`src/rtl/change_dispenser.sv`:
```
// Change dispenser: releases the product, then ejects change coins one at a time.
// Optional hopper-acknowledge watchdog enabled by defining DISPENSE_TIMEOUT_EN.
module change_dispenser #(
  parameter int MAX_CHANGE  = 4,
  parameter int ACK_TIMEOUT = 15
) (
  input  logic       clk,
  input  logic       reset,
  input  logic       d,
  input  logic [3:0] r,
  input  logic       coin_ack,
  output logic       vend,
  output logic       coin_out,
  output logic       busy,
  output logic [3:0] change_left,
  output logic       done,
  output logic       err,
  output logic       fault
);

`ifdef DISPENSE_TIMEOUT_EN
  typedef enum logic [2:0] {
    S_IDLE, S_VEND, S_PAY, S_GAP, S_DONE, S_FAULT
  } state_t;
  localparam int TW = $clog2(ACK_TIMEOUT + 1);
  logic [TW-1:0] tmo_q, tmo_d;
`else
  typedef enum logic [2:0] {
    S_IDLE, S_VEND, S_PAY, S_GAP, S_DONE
  } state_t;
`endif

  localparam logic [3:0] MAXC = 4'(MAX_CHANGE);

  state_t     state_q, state_d;
  logic [3:0] cnt_q, cnt_d;
  logic [3:0] pcnt_q, pcnt_d;
  logic       pend_q, pend_d;
  logic       err_q, err_d;
  logic       d_q;
  logic       req;
  logic       slot_req;
  logic [3:0] r_clamp;

  assign req         = d & ~d_q;
  assign r_clamp     = (r > MAXC) ? MAXC : r;
  assign change_left = cnt_q;
  assign err         = err_q;

  always_comb begin
    state_d  = state_q;
    cnt_d    = cnt_q;
    pcnt_d   = pcnt_q;
    pend_d   = pend_q;
    err_d    = err_q;
    slot_req = 1'b0;
    vend     = 1'b0;
    coin_out = 1'b0;
    busy     = 1'b1;
    done     = 1'b0;
    fault    = 1'b0;
    unique case (state_q)
      S_IDLE: begin
        busy = 1'b0;
        if (req) begin
          state_d = S_VEND;
          cnt_d   = r_clamp;
        end
      end
      S_VEND: begin
        vend     = 1'b1;
        slot_req = req;
        state_d  = (cnt_q == 4'd0) ? S_DONE : S_PAY;
      end
      S_PAY: begin
        coin_out = 1'b1;
        slot_req = req;
        if (coin_ack) begin
          cnt_d   = (cnt_q == 4'd0) ? 4'd0 : cnt_q - 4'd1;
          state_d = S_GAP;
        end
`ifdef DISPENSE_TIMEOUT_EN
        else if (tmo_q == TW'(ACK_TIMEOUT - 1)) begin
          state_d = S_FAULT;
        end
`endif
      end
      S_GAP: begin
        slot_req = req;
        state_d  = (cnt_q == 4'd0) ? S_DONE : S_PAY;
      end
      S_DONE: begin
        done = 1'b1;
        // With an empty slot a new request starts the next sale directly.
        slot_req = req & pend_q;
        if (pend_q) begin
          state_d = S_VEND;
          cnt_d   = pcnt_q;
          pend_d  = 1'b0;
        end else if (req) begin
          state_d = S_VEND;
          cnt_d   = r_clamp;
        end else begin
          state_d = S_IDLE;
        end
      end
`ifdef DISPENSE_TIMEOUT_EN
      S_FAULT: begin
        fault  = 1'b1;
        pend_d = 1'b0;
      end
`endif
      default: state_d = S_IDLE;
    endcase
    if (slot_req) begin
      if (!pend_q || state_q == S_DONE) begin
        pend_d = 1'b1;
        pcnt_d = r_clamp;
      end else begin
        err_d = 1'b1;
      end
    end
  end

`ifdef DISPENSE_TIMEOUT_EN
  always_comb begin
    tmo_d = '0;
    if (state_q == S_PAY && state_d == S_PAY) begin
      tmo_d = tmo_q + TW'(1);
    end
  end

  always_ff @(posedge clk) begin
    if (reset) begin
      tmo_q <= '0;
    end else begin
      tmo_q <= tmo_d;
    end
  end
`endif

  always_ff @(posedge clk) begin
    if (reset) begin
      state_q <= S_IDLE;
      cnt_q   <= 4'd0;
      pcnt_q  <= 4'd0;
      pend_q  <= 1'b0;
      err_q   <= 1'b0;
      d_q     <= 1'b0;
    end else begin
      state_q <= state_d;
      cnt_q   <= cnt_d;
      pcnt_q  <= pcnt_d;
      pend_q  <= pend_d;
      err_q   <= err_d;
      d_q     <= d;
    end
  end

endmodule

```
`config.mk`:
```
export PLATFORM = sky130hd
export DESIGN_NAME = change_dispenser
export DESIGN_NICKNAME = d
export VERILOG_FILES = /design/src/rtl/change_dispenser.sv
export SDC_FILE = /design/constraint.sdc
export NUM_CORES = 1
export LEC_CHECK = 0
export BUFFER_PORTS_ARGS = -buffer_cell sky130_fd_sc_hd__buf_4
export CORE_MARGIN = 2
export CORE_UTILIZATION = 59
export CTS_BUF_LIST = sky130_fd_sc_hd__clkbuf_4 sky130_fd_sc_hd__clkbuf_8
export DETAILED_ROUTE_END_ITERATION = 16
export PLACE_DENSITY = 0.89
export SYNTH_ARGS = -nofsm -noshare
export SYNTH_HDL_FRONTEND = slang
export SYNTH_SLANG_ARGS = --single-unit
```
`constraint.sdc`:
```
create_clock -name clk -period 5.1 [get_ports clk]
set_clock_uncertainty 0.05 [all_clocks]
set_input_delay 0.51 -clock clk [delete_from_list [all_inputs] [get_ports clk]]
set_output_delay 0.51 -clock clk [all_outputs]
set_load 0.03 [all_outputs]
```
== After elaboration in Yosys (flattened, before gate mapping) ==
Index checks and enable logic that the tools add are counted.
Word-level totals
  flip-flop bits (word level): 14
  bits in latches: 0
  memory bits (writable): 0
  memory bits (read-only): 0
  input bits: 8
  output and inout bits: 10
  word-level logic and storage cells: 49
  memories: 0
Cells by class
  add/subtract/negate cells: 1
  $mul: 0
  divide/modulo/power cells: 0
  $lt $le $gt $ge: 1
  equality and inequality tests: 6
  shift operators: 0
  mux-type cells: 20
  bitwise gates (word level): 4
  reductions and logical operators: 11
Operator list (count)
  $mux W4: 5
  $pmux W3 S4: 1
  $pmux W4 S3: 1
  $mux W1: 9
  $mux W3: 3
  $reduce_and A2 Y1: 4
  $eq A3 B2 Y1 const B: 2
  $gt A4 B3 Y1 const B: 1
  $logic_not A4 Y1: 1
  $ne A2 B2 Y1 const B: 2
  $sub A4 B1 Y4 const B: 1
  $eq A3 B1 Y1 const B: 1
  $eq A3 B3 Y1 const B: 1
  $logic_not A3 Y1: 1
  $reduce_bool A3 Y1: 1
  $reduce_or A3 Y1: 1
  $and A1 B1 Y1: 2
  $not A1 Y1: 2
  $pmux W1 S2: 1
  $reduce_or A2 Y1: 1
  $logic_not A1 Y1: 1
  $logic_or A1 B1 Y1: 1

== Longest topological paths before layout ==
Gate-level depths: netlist of the first run.
  depth after elaboration: 5
  depth in mapped cells: 6
  gate-level depth less buffers: 6

== Least setup slack after synthesis of the first run ==
No wires, ideal clock.
  path kind: reg-to-reg
  from: register cnt_q[0] (netlist: change_left[0])
  to: register cnt_q[2] (netlist: change_left[2])
  library setup time: 79 ps
  arrival: 1663 ps
  data required time: 4971 ps
  setup slack: 3308 ps
  stages on the path, launching flop included: 7
  buffers on the path: 0
  period minus slack after synthesis: 1792 ps
  cell sequence: dfxtp_1 -> inv_1 -> ha_1 -> nor3b_1 -> or3_1 -> a211o_1 -> o211ai_1
Between the ends
  longest elaborated chain between the ends: 4
  elaborated cells between the ends (all ways): 5
  classes of those cells: add/sub: 1; mux: 3; reduce/logical: 1
Ends and longest elaborated chain
  from (decl): RTL line 36  | logic [3:0] cnt_q, cnt_d;
  from (signal assigned): RTL line 152  | cnt_q <= cnt_d;
  $sub A4 B1 Y4 / $logic_not A4 Y1 (equally long branches): RTL line 79  | cnt_d = (cnt_q == 4'd0) ? 4'd0 : cnt_q - 4'd1;
  $mux W4 *: RTL line 79
  $mux W4 *: RTL line 78  | if (coin_ack) begin
  $pmux W4 S3 *: RTL line 62  | unique case (state_q)
Every way passes the cells marked *; elsewhere a longest branch is shown, timed or not. The select of a mux whose other input is x is not followed.
A chain may end at the register's enable or synchronous reset.

== Worst setup path after layout of the first run ==
  from: register state_q[1]
  to: output coin_out
Between the ends
  longest elaborated chain between the ends: 2
Ends and longest elaborated chain
  from (decl): RTL line 35  | state_t state_q, state_d;
  from (signal assigned): RTL line 151  | state_q <= state_d;
  $eq A3 B2 Y1: RTL line 62
  $mux W1: RTL line 62
  to (decl): RTL line 13  | output logic coin_out,
No other way between the ends.

==> results of run 1 <==
[power breakdown]
group          leakage, nW  total [mW]  internal [mW]  switching (mW)
Combinational        0.261      0.0942         0.0391          0.0551
Clock               0.0210      0.0832         0.0435          0.0396
Sequential           0.114       0.129          0.118          0.0114
Total                0.396       0.306          0.200           0.106
[through the flow]
step / total power [mW] / utilization (%) / instances / hold slack [ns]
after global routing: 0.318 / 73.6 / 128 / 0.437
final: 0.306 / 73.6 / 128 / 0.411
after floorplan: 0.200 / - / 99 / 0.394
after global placement: 0.222 / 70.8 / 124 / 0.410
after detailed placement: 0.224 / 70.8 / 124 / 0.415
after CTS: 0.304 / 73.6 / 128 / 0.427
[cells by family (layout without fill, tap and decap cells)]
group,after synthesis,count (layout),synth area share [%]
buffers and inverters,13,27,7.89
DFF,14,14,34.7
muxes,1,1,1.24
AOI/OAI and AO/OA,31,31,26.8
and+or+nand+nor,37,37,25.9
other,1,1,0.464
adders and majority gates,2,2,3.10
[placed cells by master (no fill, tap or decap), types with 2 or more instances in the layout]
master / synthesis / layout
o21ai_0: 6 / 6
nand4_1: 3 / 3
nor2_1: 10 / 10
nand3_1: 2 / 2
clkbuf_4: 0 / 3
nand2b_1: 2 / 2
buf_4: 2 / 16
ha_1: 2 / 2
a21o_1: 2 / 2
dfxtp_1: 14 / 14
a21oi_1: 7 / 7
inv_1: 7 / 7
nor2b_1: 2 / 2
nor3_1: 2 / 2
nand2_1: 6 / 6
[state kept, by name (all words and copies together) (netlist names)]
signal / flops
d_q: 1
change_left: 4
pcnt_q: 4
pend_q: 1
state_q: 3
err: 1
[metal layers]
metal	up-vias	share of wire, %	GRT usage [%]
met5	-	0	0
met4	0	1.6	10.0
met3	4	6.6	3.26
met2	28	48	39.5
met1	358	44	29.9
li1	385	-	-
[layout make-up]
cell class / instances / share of cell area (%)
clock buffer: 4 / 3.84
inverter: 7 / 2.78
multi-input combinational: 72 / 49.1
sequential: 14 / 29.6
tap: 15 / 1.98
timing repair buffer: 16 / 12.7
[final timing paths]
path                                       to  slack, ns  cells after the start
setup reg to reg  change_left[2]$_SDFFE_PP0P_       3.35                      4
setup / recovery                     coin_out       3.07                      3
hold reg to reg        pcnt_q[3]$_SDFFE_PP0P_       0.43                      1
hold / removal                 d_q$_SDFF_PP0_       0.41                      2
==> summary.txt, run 1 <==
Most instantiated cells after synthesis: dfxtp_1, nor2_1, a21oi_1, inv_1
Period minus WS final: 2.03 ns
Setup TNS Final: 0 ns
Crit Reg-Reg Startpoint: state_q[1]$_SDFFE_PP0P_
Register area share after synthesis: 34.7%
CP bufs+invs: 2
Clock tree buffer depth: 2
GRT Total Usage: 23.6%
Async SR Flop Fraction: 0%
Synth Instances: 99
Core footprint: 1280 um2
IO Pins: 18
Per-cell routed wire length: 13.5 um
Post-cts sizing count: 0
Final WL: 1.73 mm
Post-CTS Hold Buffers: 0
Pre-CTS WS: 3.22 ns
Status: completed
Worst min-delay path class: in -> reg
Dpl cell area: 910 um2
CTS tree: built
Worst setup path class: reg -> out
Drt pass-1 iters: 4
Worst setup margin: 3.07 ns
Slowest stage cell, crit path: dfxtp_1
Fill count: 97
Area Overhead vs Synth: 17.0%
Die area: 1680 um2
Cell variety after synth: 44
EDFF count, synth: 0
Ys flop type: dfxtp_1
First-pass GRT wire length: 2.60 mm
Critical Path Start Type: flop
Slew Viols, Final: 0
Yosys reg bits: 14
Via density per instance: 6.05
CP cell instances: or3b_4, inv_1, buf_4
Setup crit end kind: primary output
Antenna viol nets, final: 0
Routability cong.: 0.830
Ys Warns: 0
# rows: 13
CTS root buf: clkbuf_4
DRC viols: 0
Area of the multi-input gates: 464 um2
Post-synth top area cell: dfxtp_1
Vias in the first global route: 611
Hold Vio Cnt, Final: 0
Worst Max-Slew Pin Slew: 0.747 ns
VDD IR-drop max: 178 uV
Syn Area/Cell: 8.16 um2
Total number of vias: 775
Fin nets: 124
Initial Util: 62.9%
Synth top area share: 34.7%
CP max FO: 10
Crit share post-route: 39.8%
H-Tree Depth: 1
Clock Latency Late Sink: 0.29 ns
Synthesized Nets: 109
Initial DRC count: 30
Port bufs: 16
Die width: 41.0 um
PD cells: 324 nW/um2
Final Cell Area: 946 um2
Sequential cell area: 280 um2
Delay-heaviest family, CP: flip-flops
CP Data Required Time: 4.54 ns
Crit path from: state_q[1]$_SDFFE_PP0P_
Largest net degree at the start of global routing: 14
Clock Pin Slew Worst Setup and Hold Paths: 0.09 ns
Final setup fails: 0
Leakage: 0.396 nW
Overflow after GRT: 0
Crit path largest cell delay: 0.47 ns
Die Ht: 41.0 um
Worst slew margin: 50.1%
Ranking of synthesized cells by area: dfxtp_1, nor2_1, a21oi_1, o21ai_0, inv_1
Most common cell in the netlist: dfxtp_1
Mapped cell area: 808 um2
Hold_sp: d
Post-CTS setup buffer count: 0
CTS buffer count: 3
CTS sink cnt: 14
Share of layout cells above drive strength 1: 23.0%
Antenna violations before repair: 0
Crit path DAT: 1.47 ns
Dpl hpwl: 1.28 mm
FMAX: 493 MHz
Max Cap Viol: 0
Diode count: 0
RSZ-0062 raised after global routing: false
Note: power is estimated with default switching activity, not from simulation.
==> run 2: changes to the inputs <==
Settings changed: ABC_AREA set to 1, CORE_UTILIZATION 59 to 50, PLACE_DENSITY 0.89 to 0.8.
Clock period 5.1 ns to 1.86 ns, I/O delays scaled along.
==> run 2 against run 1 <==
Synthesized cell count rose by 33%; first-iteration DRC count is 6.7% lower; hold slack worse by 0.35 ns; via count is 10% higher; largest power group unchanged; register-to-register slack worse by 2.9 ns; sequential power grew to 2.9 times the previous value; sequential share of layout area fell by 1.5 points.
==> summary.txt, run 2 <==
Critical Path Start Type: flop
Period minus WS final: 1.44 ns
Initial Util: 54.6% (-8.3 points)
Post-CTS setup buffer count: 0 (unchanged)
CP Data Required Time: 1.62 ns (-2.92 ns)
EDFF count, synth: 0 (unchanged)
Finished Core Util: 64.7% (-8.9 points)
# rows: 14 (+1)
Final setup fails: 0 (unchanged)
Top sig layer: met4
Clock tree buffer depth: 2 (unchanged)
Dpl hpwl: 1.37 mm (+6.9%)
Delay-heaviest family, CP: flip-flops
Hold Vio Cnt, Final: 0 (unchanged)
Overflow after GRT: 0 (unchanged)
Synth Instances: 132 (+33%)
Register area share after synthesis: 33.3% (-1.4 points)
Setup crit end kind: primary output
Clock Latency Late Sink: 0.28 ns (about the same)
Synthesized Nets: 142 (+30%)
CTS buffer count: 3 (unchanged)
Yosys reg bits: 14 (unchanged)
Routability cong.: 0.858 (+3.3%)
Cell variety after synth: 24 (-45%)
Vias in the first global route: 721 (+18%)
Antenna violations before repair: 0 (unchanged)
Met3 WL: 134 um (+18%)
Crit path largest cell delay: 0.37 ns (-0.10 ns)
Die area: 2030 um2 (+21%)
Simple-Gate Fraction of Synth Area: 34.0% (+8.2 points)
Status: completed
Port bufs: 16 (unchanged)
Max Cap Viol: 0 (unchanged)
Clock Pin Slew Worst Setup and Hold Paths: 0.08 ns (about the same)
DRC viols: 0 (unchanged)
First-pass GRT wire length: 3.05 mm (+17%)
Final std cells w/o fill: 166 (+30%)
RSZ-0062 raised after global routing: false
Per-cell routed wire length: 10.6 um (-21%)
GRT Total Usage: 20.5% (-3.2 points)
Mux cell area share after synthesis: 0% (-1.2 points)
Dpl cells: 163 (+31%)
Post-synth top area cell: dfxtp_1
Final WL: 1.77 mm (+2.1%)
Post-cts sizing count: 0 (unchanged)
Xor and xnor area share after synthesis: 1.04% (+1.0 points)
Dpl cell area: 975 um2 (+7.2%)
Die width: 45.0 um (+9.8%)
Design Power: 0.884 mW (+190%)
Worst setup margin: 0.423 ns (-2.65 ns)
Initial DRC count: 28 (-6.7%)
Ys Warns: 0 (unchanged)
Diode count: 0 (unchanged)
CP bufs+invs: 2 (unchanged)
Setup TNS Final: 0 ns (unchanged)
VDD IR-drop max: 480 uV (+170%)
Total number of vias: 855 (+10%)
Mapped cell area: 842 um2 (+4.2%)
CTS root buf: clkbuf_4
CP max FO: 6 (-4)
Post-synthesis compound-gate area fraction: 15.3% (-11 points)
Worst min-delay path class: in -> reg
Core footprint: 1540 um2 (+20%)
H-Tree Depth: 1 (unchanged)
Commonest non-fill, non-tap cell in the layout: nand2_1
Slew Viols, Final: 0 (unchanged)
Post-synthesis adder-cell area fraction: 2.97% (-0.12 points)
Most common cell in the netlist: nand2_1
FMAX: 696 MHz
Worst setup path class: reg -> out
Share of layout cells above drive strength 1: 20.0% (-3.0 points)
Syn Area/Cell: 6.38 um2 (-22%)
Fin nets: 162 (+31%)
Antenna viol nets, final: 0 (unchanged)
Most instantiated cells after synthesis: nand2_1, inv_1, dfxtp_1, nor2_1
CTS tree: built
Leakage: 0.522 nW (+32%)
CP cell instances: nor2_4, nand2_2, inv_1, buf_4
Synth top area share: 33.3% (-1.4 points)
CTS sink cnt: 14 (unchanged)
Ys flop type: dfxtp_1
Post-CTS Hold Buffers: 0 (unchanged)
Largest family of logic cells by synthesized area: simple AND/OR/NAND/NOR gates
Async SR Flop Fraction: 0% (unchanged)
Drt pass-1 iters: 4 (unchanged)
Wl on met1: 788 um (+4.4%)
Pre-CTS WS: 0.438 ns (-2.78 ns)
Die Ht: 45.0 um (+9.8%)
PD cells: 887 nW/um2 (+170%)
Largest net degree at the start of global routing: 10 (-4)
Crit share post-route: 77.2%
Fill count: 151 (+56%)
Crit path DAT: 1.20 ns (-0.27 ns)
Area Overhead vs Synth: 18.4%
Met2 routed WL: 810 um (-2.5%)
Via density per instance: 5.15 (-15%)
IO Pins: 18 (unchanged)
Ranking of synthesized cells by area: dfxtp_1, nand2_1, inv_1, nor2_1, a21oi_1
Most frequent cells in the layout: nand2_1, inv_1, buf_4
Slowest stage cell, crit path: dfxtp_1
Final Cell Area: 997 um2 (+5.4%)
Hold Slack: 0.0653 ns (-0.346 ns)
==> run 2: worst register-to-register path, stage by stage (launching register included) <==
cell and delay (ns):
dfxtp_1 0.34, inv_1 0.13, ha_1 0.17, nand2_1 0.05, nor2_1 0.21, nor2_4 0.07, nand2_1 0.07, o21ai_0 0.07
nor2_1 0.13, nor2_1 0.05
==> run 2: routing by layer <==
layer	track usage, %	up-vias
met5	0	-
met4	8.82	0
met3	3.60	5
met2	32.3	37
met1	27.4	363
li1	-	450
==> run 2: cell families after synthesis <==
family,count (synthesis)
AO/OA/AOI/OAI,23
XOR/XNOR,1
adder cells (fa/ha/maj),2
buffers and inverters,28
flip-flops,14
other,1
AND/OR/NAND/NOR,63
==> run 2: report_power, final <==
group / total [mW] / switching [mW] / leakage, nW / internal, mW
clock: 0.174 / 0.0985 / 0.0138 / 0.0752
sequential: 0.369 / 0.0366 / 0.114 / 0.332
combinational: 0.342 / 0.218 / 0.394 / 0.123
total: 0.884 / 0.353 / 0.522 / 0.531
==> run 2: cell type report <==
class	count	area (um2)	area share (%)
multi-input cells	90	453	45.4
flip-flops and latches	14	280	28.1
repair buffers	16	120	12.0
inverters	27	101	10.2
clock buffers	3	22.5	2.26
well taps	16	20.0	2.01
==> run 2: path summary, 6_finish.rpt <==
check,endpoint,startpoint,cells after the start,slack (ns)
max,done,state_q[1]$_SDFFE_PP0P_,4,0.42
min,state_q[1]$_SDFFE_PP0P_,reset,2,0.07
min reg2reg,pcnt_q[1]$_SDFFE_PP0P_,pcnt_q[1]$_SDFFE_PP0P_,2,0.42
max reg2reg,change_left[2]$_SDFFE_PP0P_,change_left[0]$_SDFFE_PP0P_,9,0.44
==> run 3: changes to the inputs <==
Settings changed: CORE_UTILIZATION 50 to 55, PLACE_DENSITY 0.8 to 0.83.
Clock period 1.86 ns to 1.42 ns, I/O delays scaled along.
==> run 3 against run 2 <==
Non-clock buffer count up 2; clock power up 69%; sequential share of layout area down 0.40 points; largest cell class unchanged; hold slack lost 0.056 ns; wire length up 5.8%; highest routed layer unchanged; critical endpoint unchanged.
==> summary.txt, run 3 (synthesized netlist as in run 2, its figures left out) <==
Status: completed
CTS sink cnt: 14 (unchanged)
Clock tree buffer depth: 2 (unchanged)
Sequential cell area: 292 um2 (+4.0%)
Clock Pin Slew Worst Setup and Hold Paths: 0.09 ns (about the same)
Seq pwr share: 38.5% (-3.2 points)
CTS tree: built
Slew Viols, Final: 0 (unchanged)
GRT Total Usage: 22.2% (+1.7 points)
Worst setup path class: reg -> out
Post-CTS Hold Buffers: 0 (unchanged)
Worst min-delay path class: in -> reg
Crit Reg-Reg Startpoint: state_q[1]$_SDFFE_PP0P_
First-pass GRT wire length: 3.17 mm (+4.1%)
Antenna violations before repair: 0 (unchanged)
Final std cells w/o fill: 169 (+1.8%)
Fin nets: 164 (+1.2%)
Power share of the combinational group: 38.4% (-0.2 points)
Port bufs: 16 (unchanged)
Fill count: 129 (-15%)
Hold Vio Cnt, Final: 0 (unchanged)
Per-cell routed wire length: 11.1 um (+4.0%)
Area of the multi-input gates: 468 um2 (+3.3%)
Worst setup margin: 0.0503 ns (-0.373 ns)
Via density per instance: 5.10 (-0.97%)
Internal power: 0.777 mW (+46%)
Final WL: 1.87 mm (+5.8%)
Share of layout cells above drive strength 1: 26.8% (+6.8 points)
Setup crit end kind: primary output
GR Util met1: 29.0% (+1.6 points)
Hold-critical path endpoint: state_q[1]$_SDFFE_PP0P_
Finished Core Util: 71.5% (+6.8 points)
H-Tree Depth: 1 (unchanged)
Clock network fraction of total power: 23.1% (+3.5 points)
Total number of vias: 862 (+0.82%)
M3 GR Usage: 5.11% (+1.5 points)
CP max FO: 6 (unchanged)
CP Data Required Time: 1.23 ns (-0.39 ns)
Crit share post-route: 96.5%
Area Overhead vs Synth: 25.0%
CTS root buf: clkbuf_4
Initial Util: 57.2% (+2.6 points)
Vias in the first global route: 761 (+5.5%)
DRC viols: 0 (unchanged)
Dpl hpwl: 1.34 mm (-2.5%)
R2R Path End: change_left[3]$_SDFFE_PP0P_
Critical Path Start Type: flop
Largest net degree at the start of global routing: 10 (unchanged)
Diode count: 0 (unchanged)
Sw frac: 39.0% (-0.97 points)
PD cells: 1210 nW/um2 (+36%)
Clock Latency Late Sink: 0.28 ns (about the same)
Die Ht: 43.1 um (-4.2%)
Busiest grt layer: met2
FMAX: 730 MHz
Most frequent cells in the layout: nand2_1, inv_1, buf_4
Pre-CTS WS: 0.0509 ns (-0.387 ns)
WHS Path Cells: 2 (unchanged)
Routability cong.: 0.814 (-5.2%)
RSZ-0062 raised after global routing: true
Drt pass-1 iters: 4 (unchanged)
IO Pins: 18 (unchanged)
Die area: 1860 um2 (-8.3%)
Core footprint: 1470 um2 (-4.5%)
Hold_sp: reset
M2 GR Usage: 35.8% (+3.5 points)
Commonest non-fill, non-tap cell in the layout: nand2_1
Dpl cells: 163 (unchanged)
Leakage: 0.547 nW (+4.9%)
Antenna viol nets, final: 0 (unchanged)
VDD IR-drop max: 734 uV (+53%)
Initial DRC count: 25 (-11%)
Period minus WS final: 1.37 ns
R2r setup slk: 0.10 ns (-0.34 ns)
Net Switching: 0.496 mW (+40%)
Final setup fails: 0 (unchanged)
CTS buffer count: 3 (unchanged)
Overflow after GRT: 0 (unchanged)
Max Cap Viol: 0 (unchanged)
Die width: 43.1 um (-4.2%)
R2r worst-path depth: 5 (-4)
# rows: 14 (unchanged)
Crit path DAT: 1.18 ns (-0.02 ns)
run 3: how the worst max path moves through the flow:
stage / from / endpoint / slack, ns
floorplan: change_left[0]$_SDFFE_PP0P_ / change_left[0]$_SDFFE_PP0P_ / 0.08
global placement: change_left[0]$_SDFFE_PP0P_ / change_left[0]$_SDFFE_PP0P_ / 0.1
detailed placement: change_left[0]$_SDFFE_PP0P_ / change_left[0]$_SDFFE_PP0P_ / 0.05
CTS: state_q[0]$_SDFFE_PP0P_ / done / 0.01
global route: change_left[1]$_SDFFE_PP0P_ / change_left[2]$_SDFFE_PP0P_ / -0.06
finish: state_q[1]$_SDFFE_PP0P_ / done / 0.05
run 3: power groups by stage:
stage               combinational, mW  clock, mW  sequential [mW]
floorplan                       0.295          0            0.522
global placement                0.438          0            0.493
detailed placement              0.450          0            0.495
CTS                             0.452      0.298            0.486
global route                    0.548      0.320            0.499
finish                          0.489      0.294            0.490
run 3: final cells by class:
cell class                      count  share of cell area, %
Tap cell                           16                   1.90
Multi-Input combinational cell     90                   44.5
Clock buffer                        4                   3.45
Timing Repair Buffer               18                   12.8
Inverter                           27                   9.63
Sequential cell                    14                   27.7
run 3: worst max-delay path: stages, from the launching register on:
cell and delay, ns:
dfxtp_4 0.37, nor2_4 0.21, nand2_4 0.10, inv_1 0.07, buf_4 0.15
run 3: metrics by stage:
step                instance area [um2]  TNS (ns)  total power, mW  hold WS (ns)
finish                             1050         0             1.27       0.00922
global route                       1050    -0.116             1.37       0.00878
CTS                                1010         0             1.24        0.0157
detailed placement                  977         0            0.944         0.320
global placement                    977         0            0.932         0.315
floorplan                           845         0            0.818         0.161
run 3: repair_timing:
action	in CTS	in global routing
buffers inserted	0	2
setup endpoints to repair	0	9
gates resized for setup	0	10
run 3: metal layers:
metal / routed length (um) / part of all wire, %
met5: 0 / 0
met4: 38 / 2.0
met3: 102 / 5.5
met2: 878 / 47
met1: 851 / 46
